===== config.mk =====
export PLATFORM = sky130hd
export DESIGN_NAME = jnwtr_ckmon
export DESIGN_NICKNAME = d
export VERILOG_FILES = /design/src/rtl/jnwtr_ckmon_pkg.sv /design/src/rtl/jnwtr_ckmon_sync.sv /design/src/rtl/jnwtr_ckmon.sv
export SDC_FILE = /design/constraint.sdc
export NUM_CORES = 1
export LEC_CHECK = 0
export BUFFER_PORTS_ARGS = -buffer_cell sky130_fd_sc_hd__clkbuf_2
export CAP_MARGIN = 20
export CORE_MARGIN = 2
export CORE_UTILIZATION = 30
export CTS_CLUSTER_SIZE = 25
export DETAILED_ROUTE_END_ITERATION = 7
export PLACE_DENSITY = 0.52
export SLEW_MARGIN = 20
export SYNTH_ARGS = -nofsm -noshare
export SYNTH_HDL_FRONTEND = slang
export SYNTH_SLANG_ARGS = --single-unit

===== constraint.sdc =====
create_clock -name ck -period 2.8 [get_ports ck]
set_input_delay 0.28 -clock ck [delete_from_list [all_inputs] [get_ports ck]]
set_output_delay 0.28 -clock ck [all_outputs]
set_load 0.02 [all_outputs]

===== src/rtl/jnwtr_ckmon_pkg.sv =====
`default_nettype none
// ============================================================================
// Module   : jnwtr_ckmon_pkg
// Purpose  : Shared types and constants for the jnwtr_ckmon clock-period
//            monitor: FSM state encoding, default counter width and the
//            saturation-max helper.
// Ports    : none (package)
// Revision : 1.0 - initial release
// ============================================================================
package jnwtr_ckmon_pkg;

  // Default width of the period counter and of PERIOD/PMIN/PMAX.
  localparam int CNT_W_DEF = 16;

  // Measurement FSM states.
  typedef enum logic [1:0] {
    S_IDLE = 2'd0,
    S_ARM  = 2'd1,
    S_MEAS = 2'd2,
    S_DONE = 2'd3
  } state_e;

  // All-ones value of a w-bit counter, returned in 32 bits.
  function automatic logic [31:0] sat_max(input int unsigned w);
    if (w >= 32) begin
      return '1;
    end
    return (32'd1 << w) - 32'd1;
  endfunction

endpackage
`default_nettype wire


===== src/rtl/jnwtr_ckmon_sync.sv =====
`default_nettype none
// ============================================================================
// Module   : jnwtr_ckmon_sync
// Purpose  : Multi-flop synchronizer for an asynchronous level or strobe,
//            followed by a rising-edge detector producing a one-cycle pulse.
// Ports    : ck       - destination clock (rising edge)
//            rst      - asynchronous active-high reset
//            din      - asynchronous input
//            edge_det - one-cycle pulse on each synchronized rising edge
// Revision : 1.0 - initial release
// ============================================================================
module jnwtr_ckmon_sync
  import jnwtr_ckmon_pkg::*;
#(
  parameter int SYNC_STAGES = 2
) (
  input  logic ck,
  input  logic rst,
  input  logic din,
  output logic edge_det
);

  logic [SYNC_STAGES-1:0] r_sync;
  logic                   r_prev;

  always_ff @(posedge ck or posedge rst) begin
    if (rst) begin
      r_sync <= '0;
      r_prev <= 1'b0;
    end else begin
      r_sync <= {r_sync[SYNC_STAGES-2:0], din};
      r_prev <= r_sync[SYNC_STAGES-1];
    end
  end

  // Both terms come from flops, so the pulse is glitch-free.
  assign edge_det = r_sync[SYNC_STAGES-1] & ~r_prev;

endmodule
`default_nettype wire


===== src/rtl/jnwtr_ckmon.sv =====
`default_nettype none
// ============================================================================
// Module   : jnwtr_ckmon
// Purpose  : Measures the period of an asynchronous divided clock (cki) in
//            reference-clock cycles and checks it against [pmin, pmax].
//            Optional build macro JNWTR_CKMON_AVG_EN: each result averages
//            2^AVG_LOG2 consecutive periods.
// Ports    : ck, rst          - reference clock, async active-high reset
//            cki              - monitored clock (asynchronous)
//            start/cont/abort - measurement control
//            pmin, pmax       - inclusive window bounds
//            period           - last measured period
//            valid            - one-cycle result strobe
//            inrange, ovf     - window status / saturation of last result
//            busy             - FSM not idle
// Revision : 1.0 - initial release
// ============================================================================
module jnwtr_ckmon
  import jnwtr_ckmon_pkg::*;
#(
  parameter int CNT_W       = CNT_W_DEF,
  parameter int SYNC_STAGES = 2,
  parameter int AVG_LOG2    = 2
) (
  input  logic             ck,
  input  logic             rst,
  input  logic             cki,
  input  logic             start,
  input  logic             cont,
  input  logic             abort,
  input  logic [CNT_W-1:0] pmin,
  input  logic [CNT_W-1:0] pmax,
  output logic [CNT_W-1:0] period,
  output logic             valid,
  output logic             inrange,
  output logic             ovf,
  output logic             busy
);

  localparam logic [1:0] c_idle = S_IDLE;
  localparam logic [1:0] c_arm  = S_ARM;
  localparam logic [1:0] c_meas = S_MEAS;
  localparam logic [1:0] c_done = S_DONE;

  localparam logic [CNT_W-1:0] c_cnt_max = CNT_W'(sat_max(CNT_W));
  localparam logic [CNT_W-1:0] c_one     = CNT_W'(1);

  if (SYNC_STAGES < 2 || SYNC_STAGES > 4 || AVG_LOG2 < 1 || AVG_LOG2 > 4) begin : g_param_chk
    $error("jnwtr_ckmon: SYNC_STAGES must be 2..4 and AVG_LOG2 1..4");
  end

  logic [1:0]       r_state;
  logic [CNT_W-1:0] r_cnt;
  logic             r_cont;
  logic             w_edge;
  logic             w_sat;
  logic             w_fin;
  logic             w_fin_ovf;
  logic             w_inr;
  logic [CNT_W-1:0] w_len;
  logic [CNT_W-1:0] w_res;

`ifdef JNWTR_CKMON_AVG_EN
  logic [CNT_W+AVG_LOG2-1:0] r_acc;
  logic [CNT_W+AVG_LOG2-1:0] w_acc_nxt;
  logic [AVG_LOG2-1:0]       r_pidx;
  logic                      w_last;
`endif

  jnwtr_ckmon_sync #(
    .SYNC_STAGES(SYNC_STAGES)
  ) u_sync (
    .ck       (ck),
    .rst      (rst),
    .din      (cki),
    .edge_det (w_edge)
  );

  // r_cnt holds (cycles since opening edge - 1), so the closing edge
  // measures r_cnt + 1 and an exact ck/N input reports N.
  assign w_sat = (r_cnt == c_cnt_max);
  assign w_len = r_cnt + c_one;

`ifdef JNWTR_CKMON_AVG_EN
  assign w_acc_nxt = r_acc + {{AVG_LOG2{1'b0}}, w_len};
  assign w_last    = &r_pidx;
`endif

  // Decide whether this cycle closes a measurement and with what result.
  always_comb begin
    w_fin     = 1'b0;
    w_fin_ovf = 1'b0;
    w_res     = '0;
    case (r_state)
      c_arm: begin
        if (!w_edge && w_sat) begin
          w_fin     = 1'b1;
          w_fin_ovf = 1'b1;
          w_res     = c_cnt_max;
        end
      end
      c_meas: begin
        if (w_sat) begin
          // Any saturated period ends the measurement as an overflow.
          w_fin     = 1'b1;
          w_fin_ovf = 1'b1;
          w_res     = c_cnt_max;
        end else if (w_edge) begin
`ifdef JNWTR_CKMON_AVG_EN
          if (w_last) begin
            w_fin = 1'b1;
            w_res = w_acc_nxt[CNT_W+AVG_LOG2-1:AVG_LOG2];
          end
`else
          w_fin = 1'b1;
          w_res = w_len;
`endif
        end
      end
      default: begin
      end
    endcase
  end

  // An inverted window (pmin > pmax) can never satisfy both terms.
  assign w_inr = !w_fin_ovf && (pmin <= w_res) && (w_res <= pmax);

  assign busy = (r_state != c_idle);

  always_ff @(posedge ck or posedge rst) begin
    if (rst) begin
      r_state <= c_idle;
      r_cnt   <= '0;
      r_cont  <= 1'b0;
      period  <= '0;
      valid   <= 1'b0;
      inrange <= 1'b0;
      ovf     <= 1'b0;
`ifdef JNWTR_CKMON_AVG_EN
      r_acc   <= '0;
      r_pidx  <= '0;
`endif
    end else if (abort) begin
      r_state <= c_idle;
      r_cnt   <= '0;
      valid   <= 1'b0;
`ifdef JNWTR_CKMON_AVG_EN
      r_acc   <= '0;
      r_pidx  <= '0;
`endif
    end else begin
      valid <= 1'b0;
      if (w_fin) begin
        period  <= w_res;
        ovf     <= w_fin_ovf;
        inrange <= w_inr;
        valid   <= 1'b1;
        r_state <= c_done;
        // The closing edge is also the opening edge of a continuous run.
        r_cnt   <= '0;
      end else begin
        case (r_state)
          c_idle: begin
            r_cnt <= '0;
            if (start) begin
              r_state <= c_arm;
              r_cont  <= cont;
            end
          end
          c_arm: begin
            if (w_edge) begin
              r_cnt   <= '0;
              r_state <= c_meas;
`ifdef JNWTR_CKMON_AVG_EN
              r_acc   <= '0;
              r_pidx  <= '0;
`endif
            end else begin
              r_cnt <= w_len;
            end
          end
          c_meas: begin
            if (w_edge) begin
              // Only reachable between sub-periods of an averaged result.
              r_cnt <= '0;
`ifdef JNWTR_CKMON_AVG_EN
              r_acc  <= w_acc_nxt;
              r_pidx <= r_pidx + AVG_LOG2'(1);
`endif
            end else begin
              r_cnt <= w_len;
            end
          end
          c_done: begin
            if (r_cont && !ovf) begin
              // The DONE cycle itself is the first cycle of the next period.
              r_state <= c_meas;
              r_cnt   <= c_one;
`ifdef JNWTR_CKMON_AVG_EN
              r_acc   <= '0;
              r_pidx  <= '0;
`endif
            end else begin
              r_state <= c_idle;
              r_cnt   <= '0;
            end
          end
          default: r_state <= c_idle;
        endcase
      end
    end
  end

endmodule
`default_nettype wire


# Yosys cells after proc, flatten, opt, wreduce, memory -nomap -nowiden
# Cells that the tools add are included.
[classes]
order_cmp = 2
bitwise = 4
add_sub_neg = 1
muxes = 23
n_reduce_logical = 14
n_eq_ne = 6
[op_table]
columns = ["op", "count"]
rows = [
  ["$mux 16", 6],
  ["$pmux 16 s3", 1],
  ["$le 16x16->1", 2],
  ["$pmux 16 s2", 1],
  ["$add 16x1->16 const B", 1],
  ["$eq 16x16->1 const B", 1],
  ["$mux 2", 5],
  ["$ne 4x4->1 const B", 2],
  ["$mux 1", 7],
  ["$pmux 2 s3", 1],
  ["$reduce_bool 5->1", 1],
  ["$eq 2x2->1 const B", 2],
  ["$logic_and 1x1->1", 4],
  ["$pmux 1 s2", 2],
  ["$reduce_and 4->1", 1],
  ["$logic_not 1->1", 3],
  ["$not 1->1", 3],
  ["$reduce_and 3->1", 1],
  ["$eq 2x1->1 const B", 1],
  ["$logic_not 2->1", 1],
  ["$reduce_and 2->1", 1],
  ["$reduce_bool 2->1", 1],
  ["$reduce_or 2->1", 1],
  ["$and 1x1->1", 1],
]
[word_totals]
input_bits = 38
register_bits = 41
word_cells = 59
out_inout_bits = 20

# Logic depth before layout (Yosys ltp)
[depth]
ltp_word = 9
mapped_depth = 13
depth_no_buf = 12

# Modules after synthesis
# Synthesis repeated with hierarchy kept, for this count alone.
[unflattened]
hier_cells = 323
area_unflattened_um2 = 2801.4
[by_module_without_submodules]
columns = ["module", "cells_per_inst", "seq_area_each_um2", "n_inst", "area_each_um2"]
rows = [
  ["jnwtr_ckmon", 318, 950.9, 1, 2708.8],
  ["jnwtr_ckmon_sync", 5, 75.1, 1, 92.6],
]

# Worst setup path after synthesis
# No wires, ideal clock.
[synth_timing]
path_type = "register to register"
startpoint = "register r_cnt[0]"
endpoint = "register inrange"
path_slack_ns = -0.198
required_time_ns = 2.678
setup_time_ns = 0.122
period_less_slack_ns = 2.998
t_arrival_ns = 2.876
path_stages_with_launch = 14
n_path_buf = 1
cell_sequence = "dfrtp_1 -> ha_1 -> nand3_1 -> nor3_1 -> nand3_1 -> clkbuf_1 -> o21ai_0 -> inv_1 -> ha_1 -> nand4_1 -> nor4_1 -> a21boi_0 -> o31ai_1 -> a32o_1"
[synth_between]
elab_chain_len = 7
word_cells_on_any_way = 18
cone_classes = "add/sub (1); order compare (2); eq/ne (1); mux (9); reduce/logical (5)"
[synth_lines]
columns = ["item", "line_no", "text"]
rows = [
  ["start, declared", "jnwtr_ckmon.sv:53", "logic [CNT_W-1:0] r_cnt;"],
  ["start signal, assigned", "jnwtr_ckmon.sv:179", "r_cnt <= w_len;"],
  ["start signal, assigned", "jnwtr_ckmon.sv:191", "r_cnt <= w_len;"],
  ["start signal, assigned", "jnwtr_ckmon.sv:198", "r_cnt <= c_one;"],
  ["$add 16x1->16 or $eq 16x16->1 (tied branches)", "jnwtr_ckmon.sv:82, jnwtr_ckmon.sv:81", ""],
  ["$mux 16 or $logic_and 1x1->1 (tied branches)", "jnwtr_ckmon.sv:108, jnwtr_ckmon.sv:96", ""],
  ["$mux 16, on equally long branches", "jnwtr_ckmon.sv:103, jnwtr_ckmon.sv:96", ""],
  ["$pmux 16 s2 *", "jnwtr_ckmon.sv:94", "case (r_state)"],
  ["via w_res[14]", "jnwtr_ckmon.sv:61", "logic [CNT_W-1:0] w_res;"],
  ["$le 16x16->1", "jnwtr_ckmon.sv:126", "assign w_inr = !w_fin_ovf && (pmin <= w_res) && (w_res <= pmax);"],
  ["$logic_and 1x1->1", "jnwtr_ckmon.sv:126", ""],
  ["$logic_and 1x1->1 *", "jnwtr_ckmon.sv:126", ""],
  ["end signal, assigned", "jnwtr_ckmon.sv:156", "inrange <= w_inr;"],
  ["end, declared", "jnwtr_ckmon.sv:35", "output logic inrange,"],
]
# The timed path passes the listed nets; every way through them passes the cells marked *.
# A chain may end at the register's enable or synchronous reset.

# Final worst setup path
[layout_timing]
startpoint = "register r_cnt[0]"
endpoint = "register inrange"
[layout_between]
elab_chain_len = 7
word_cells_on_any_way = 18
cone_classes = "add/sub (1); order compare (2); eq/ne (1); mux (9); reduce/logical (5)"
[layout_lines]
columns = ["item", "line_no", "text"]
rows = [
  ["$add 16x1->16 or $eq 16x16->1 (tied branches)", "jnwtr_ckmon.sv:82, jnwtr_ckmon.sv:81", ""],
  ["$mux 16 or $logic_and 1x1->1 (tied branches)", "jnwtr_ckmon.sv:108, jnwtr_ckmon.sv:96", ""],
  ["$mux 16, or another cell as far along", "jnwtr_ckmon.sv:103", "if (w_sat) begin"],
  ["$pmux 16 s2 or $pmux 1 s2 (tied branches)", "jnwtr_ckmon.sv:94", ""],
  ["$le 16x16->1 or $logic_not 1->1 (tied branches)", "jnwtr_ckmon.sv:126", ""],
  ["$logic_and 1x1->1 (2 in series)", "jnwtr_ckmon.sv:126", ""],
]
# Several ways; a longest one is shown, not always the timed one.

==> flow_metrics.tcl <==
set metrics [dict create \
    fin_crit_sh_pct 99.75 \
    timing_worst_slew_pin_value_ps 543.5 \
    power_per_cell_area_nw_per_um2 419.7 \
    grt_usage_pct 15.64 \
    area.growth.synth_to_final_pct 52.75 \
    numCtsBuffers 5 \
    total_setup_violations_reported_at_the_end_of_the_flow 0 \
    initial_antenna_violation_count 0 \
    netlist_instances 310 \
    share_of_post_route_cells_with_drive_strength_above_1_pct 49.34 \
    combPwrFrac_pct 40.4 \
    floorplan.initialDensity_pct 31.25 \
    global_route_wire_length_before_repair_um 12880 \
    routabilityCongestion 0.8719 \
    layout.filler_cells 919 \
    netlist-cell-type-count 51 \
    timing_hold_violations_final 0 \
    achievable-frequency_ghz 0.3580 \
    pin_count_of_the_biggest_net_entering_global_routing 42 \
    crit_fanout 6 \
    gr-total-overflow 0 \
    swShare_pct 34.75 \
    die_h_um 102.6 \
    floorplan.die_area_um2 10520 \
    worstSetupPathType "reg2reg" \
    detail_route.vias_per_cell 4.674 \
    io-pin-count 58 \
    finalSetupTns_ps 0 \
    layout_min_cycle_time_ps 2793 \
    cpLargestDelayFamily "simple AND/OR/NAND/NOR gates" \
    critPathCaptureType "flop" \
    standby_leakage_power_uw 0.002292 \
    run_status "completed" \
    fp-row-count 35 \
    dominantRegCellSynth "sky130_fd_sc_hd__dfrtp_1" \
    ctsHtreeMaxLevel 2 \
    setup.worst_path.start_class "flop" \
    synth_area_per_cell_um2 9.404 \
    clockPowerShare_pct 23.4 \
    most_common_cell_after_layout_fill_and_taps_aside "sky130_fd_sc_hd__buf_4" \
    post_synth_instance_area_um2 2915 \
    tritoncts_num_sinks 41 \
    wl_um 8046 \
    path_clk_slew_ps 80 \
    grt_pass1_vias 2749 \
    irDropWorstVdd_mv 0.4343 \
    placeable_core_region_um2 9328 \
    count_of_input_and_output_buffers 57 \
    yosysSeqAreaShare_pct 35.19 \
    dp_hpwl_um 6108 \
    ant_nets 0 \
    utilization_pct 47.74 \
    clk_path_buf_depth 2 \
    yosysWarningCount 0 \
    multi_input_comb_area_um2 2078 \
    internal-power_uw 1219 \
    timing.critical_path.buf_inv 2 \
    dr.pass1.iters 4 \
    p_switching_uw 649.5 \
    ys_seq_elements 41 \
    worst_path_max_delay_cell "sky130_fd_sc_hd__dfrtp_1" \
    rsz0062_at_grt "true" \
    cp_data_arrival_time_ps 2980 \
    timing.max_slew.rel_slack_pct 63.77 \
    slowest_delay_ps 400 \
    final_net_count 529 \
    via_count 2725 \
    worstPathRequired_ps 2990 \
    drt_iter0_drc 50 \
    seqPwrFrac_pct 36.3 \
    ys_async_sr_fraction_pct 100.0 \
    clock_insertion_delay_worst_skew_ps 290 \
    seq_area_um2 1028 \
    synth_edf_count 0 \
    cts_tree "built" \
    synth.net_count 386 \
    overall_power_uw 1869 \
    die_w_um 102.6 \
    routed_wire_per_std_cell_um 13.80 \
    path_cells "buf_6, and3_4, nand3_2, nor3_4, xnor2_2, o21a_1, ha_1, nand4_1, buf_4, nor4_4, a21boi_2, o31ai_2, a32o_1" \
    cts_root_buf "sky130_fd_sc_hd__clkbuf_8" \
    layout.cells.most_common_list "sky130_fd_sc_hd__buf_4 (80), sky130_fd_sc_hd__clkbuf_2 (57), sky130_fd_sc_hd__dfrtp_1 (39)" \
    max_cap_violations 0 \
    drc 0 \
    antenna_cells 0 \
    timing.hold.worst.class "in2async" \
    worst_clock_skew_ps 2.936 \
    timing_max_transition_violations_final 0 \
]
## sequential cells by signal (all words and copies together), names as in the netlist
| signal | flops |
|---|---|
| u_sync.r_sync | 2 |
| valid | 1 |
| period | 16 |
| r_state | 2 |
| u_sync.r_prev | 1 |
| r_cont | 1 |
| inrange | 1 |
| r_cnt | 16 |
| ovf | 1 |
## power by group through the flow
stage / Combinational [uW] / Sequential (uW) / Clock, uW
finish: 755 / 678 / 436
CTS: 673 / 679 / 447
global route: 824 / 683 / 478
detailed placement: 618 / 686 / 0
floorplan: 331 / 708 / 0
global placement: 606 / 683 / 0
## final timing paths
path	from	end	slack, ps	depth (start not counted)
min	rst	u_sync.r_sync[0]$_DFF_PP0_	90	3
max reg2reg	r_cnt[0]$_DFF_PP0_	inrange$_DFFE_PP0P_	7	13
max	r_cnt[0]$_DFF_PP0_	inrange$_DFFE_PP0P_	7	13
min in group ck	cki	u_sync.r_sync[0]$_DFF_PP0_	90	1
max in group asynchronous	rst	r_cnt[2]$_DFF_PP0_	2310	3
min reg2reg	u_sync.r_sync[0]$_DFF_PP0_	u_sync.r_sync[1]$_DFF_PP0_	350	0
## through the flow
step	cells	setup slack [ps]	instance area, um2	hold WS, ps
floorplan	310	29.88	2962	311.4
global placement	561	-204.2	3896	334.5
detailed placement	561	-240.5	3896	335.6
CTS	572	2.785	4156	80.06
global route	583	-148.0	4453	71.71
finish	583	6.883	4453	85.64
## metal layers
metal	GRT usage, %	up-vias	routed length [um]
li1	-	1378	-
met1	21.07	1295	3793
met2	27.25	46	3917
met3	2.305	6	297
met4	2.154	0	37
met5	0	-	0
## repair_timing
| action | 4_1_cts | 5_1_grt |
|---|---|---|
| endpoints found under the setup margin | 1 | 1 |
| gates resized for setup | 31 | 42 |
| hold buffers | 0 | 0 |
| buffers inserted | 3 | 10 |
| pin swaps | 8 | 15 |
| gates cloned | 0 | 1 |
## cells by family (layout without fill, tap and decap cells)
group,count (synthesis),count (layout),synth area share [%]
XOR/XNOR,14,14,4.206
adder cells (fa/ha/maj),38,38,16.31
multiplexers,16,16,7.082
flip-flops,41,41,35.19
AND/OR/NAND/NOR,102,103,18.07
AO/OA/AOI/OAI,56,56,12.70
buffers and inverters,43,186,6.438
## cells in the mapped netlist, types with 2 or more instances
| library cell | count | area share, % |
|---|---|---|
| sky130_fd_sc_hd__and3_1 | 5 | 1.1 |
| sky130_fd_sc_hd__dfrtp_1 | 41 | 35 |
| sky130_fd_sc_hd__nor4_1 | 2 | 0.43 |
| sky130_fd_sc_hd__nand2_1 | 24 | 3.1 |
| sky130_fd_sc_hd__a22oi_1 | 2 | 0.51 |
| sky130_fd_sc_hd__o21a_1 | 2 | 0.51 |
| sky130_fd_sc_hd__xor2_1 | 7 | 2.1 |
| sky130_fd_sc_hd__clkbuf_1 | 3 | 0.39 |
| sky130_fd_sc_hd__o21ai_0 | 17 | 2.9 |
| sky130_fd_sc_hd__nor2_1 | 26 | 3.3 |
| sky130_fd_sc_hd__ha_1 | 38 | 16 |
| sky130_fd_sc_hd__nor2b_1 | 2 | 0.43 |
| sky130_fd_sc_hd__a21oi_1 | 15 | 2.6 |
| sky130_fd_sc_hd__nand2b_1 | 3 | 0.64 |
| sky130_fd_sc_hd__mux2_4 | 7 | 3.6 |
| sky130_fd_sc_hd__nor3_1 | 9 | 1.5 |
| sky130_fd_sc_hd__nand4_2 | 2 | 0.86 |
| sky130_fd_sc_hd__a2bb2oi_1 | 2 | 0.60 |
| sky130_fd_sc_hd__nand4_1 | 8 | 1.7 |
| sky130_fd_sc_hd__inv_1 | 36 | 4.6 |
| sky130_fd_sc_hd__a311oi_1 | 2 | 0.60 |
| sky130_fd_sc_hd__mux2_2 | 9 | 3.5 |
| sky130_fd_sc_hd__nand3_1 | 11 | 1.9 |
| sky130_fd_sc_hd__xnor2_1 | 7 | 2.1 |
| sky130_fd_sc_hd__a21o_1 | 4 | 1.0 |
## worst register-to-register path, delay by kind of cell, from the launching register on
kind	cells	cell delay, ps
compound gates	4	710
xor+xnor	1	150
fa+ha+maj	1	290
buf+inv	2	320
flops	1	400
simple gates	5	830
## area by class of cell
type / instances / share of cell area [%]
Inverter: 37 / 3.231
Multi-Input combinational cell: 227 / 46.67
Clock inverter: 1 / 0.1124
Clock buffer: 7 / 2.164
Tap cell: 129 / 3.625
Sequential cell: 41 / 23.10
Timing Repair Buffer: 141 / 21.10
(Power assumes the default switching activity.)
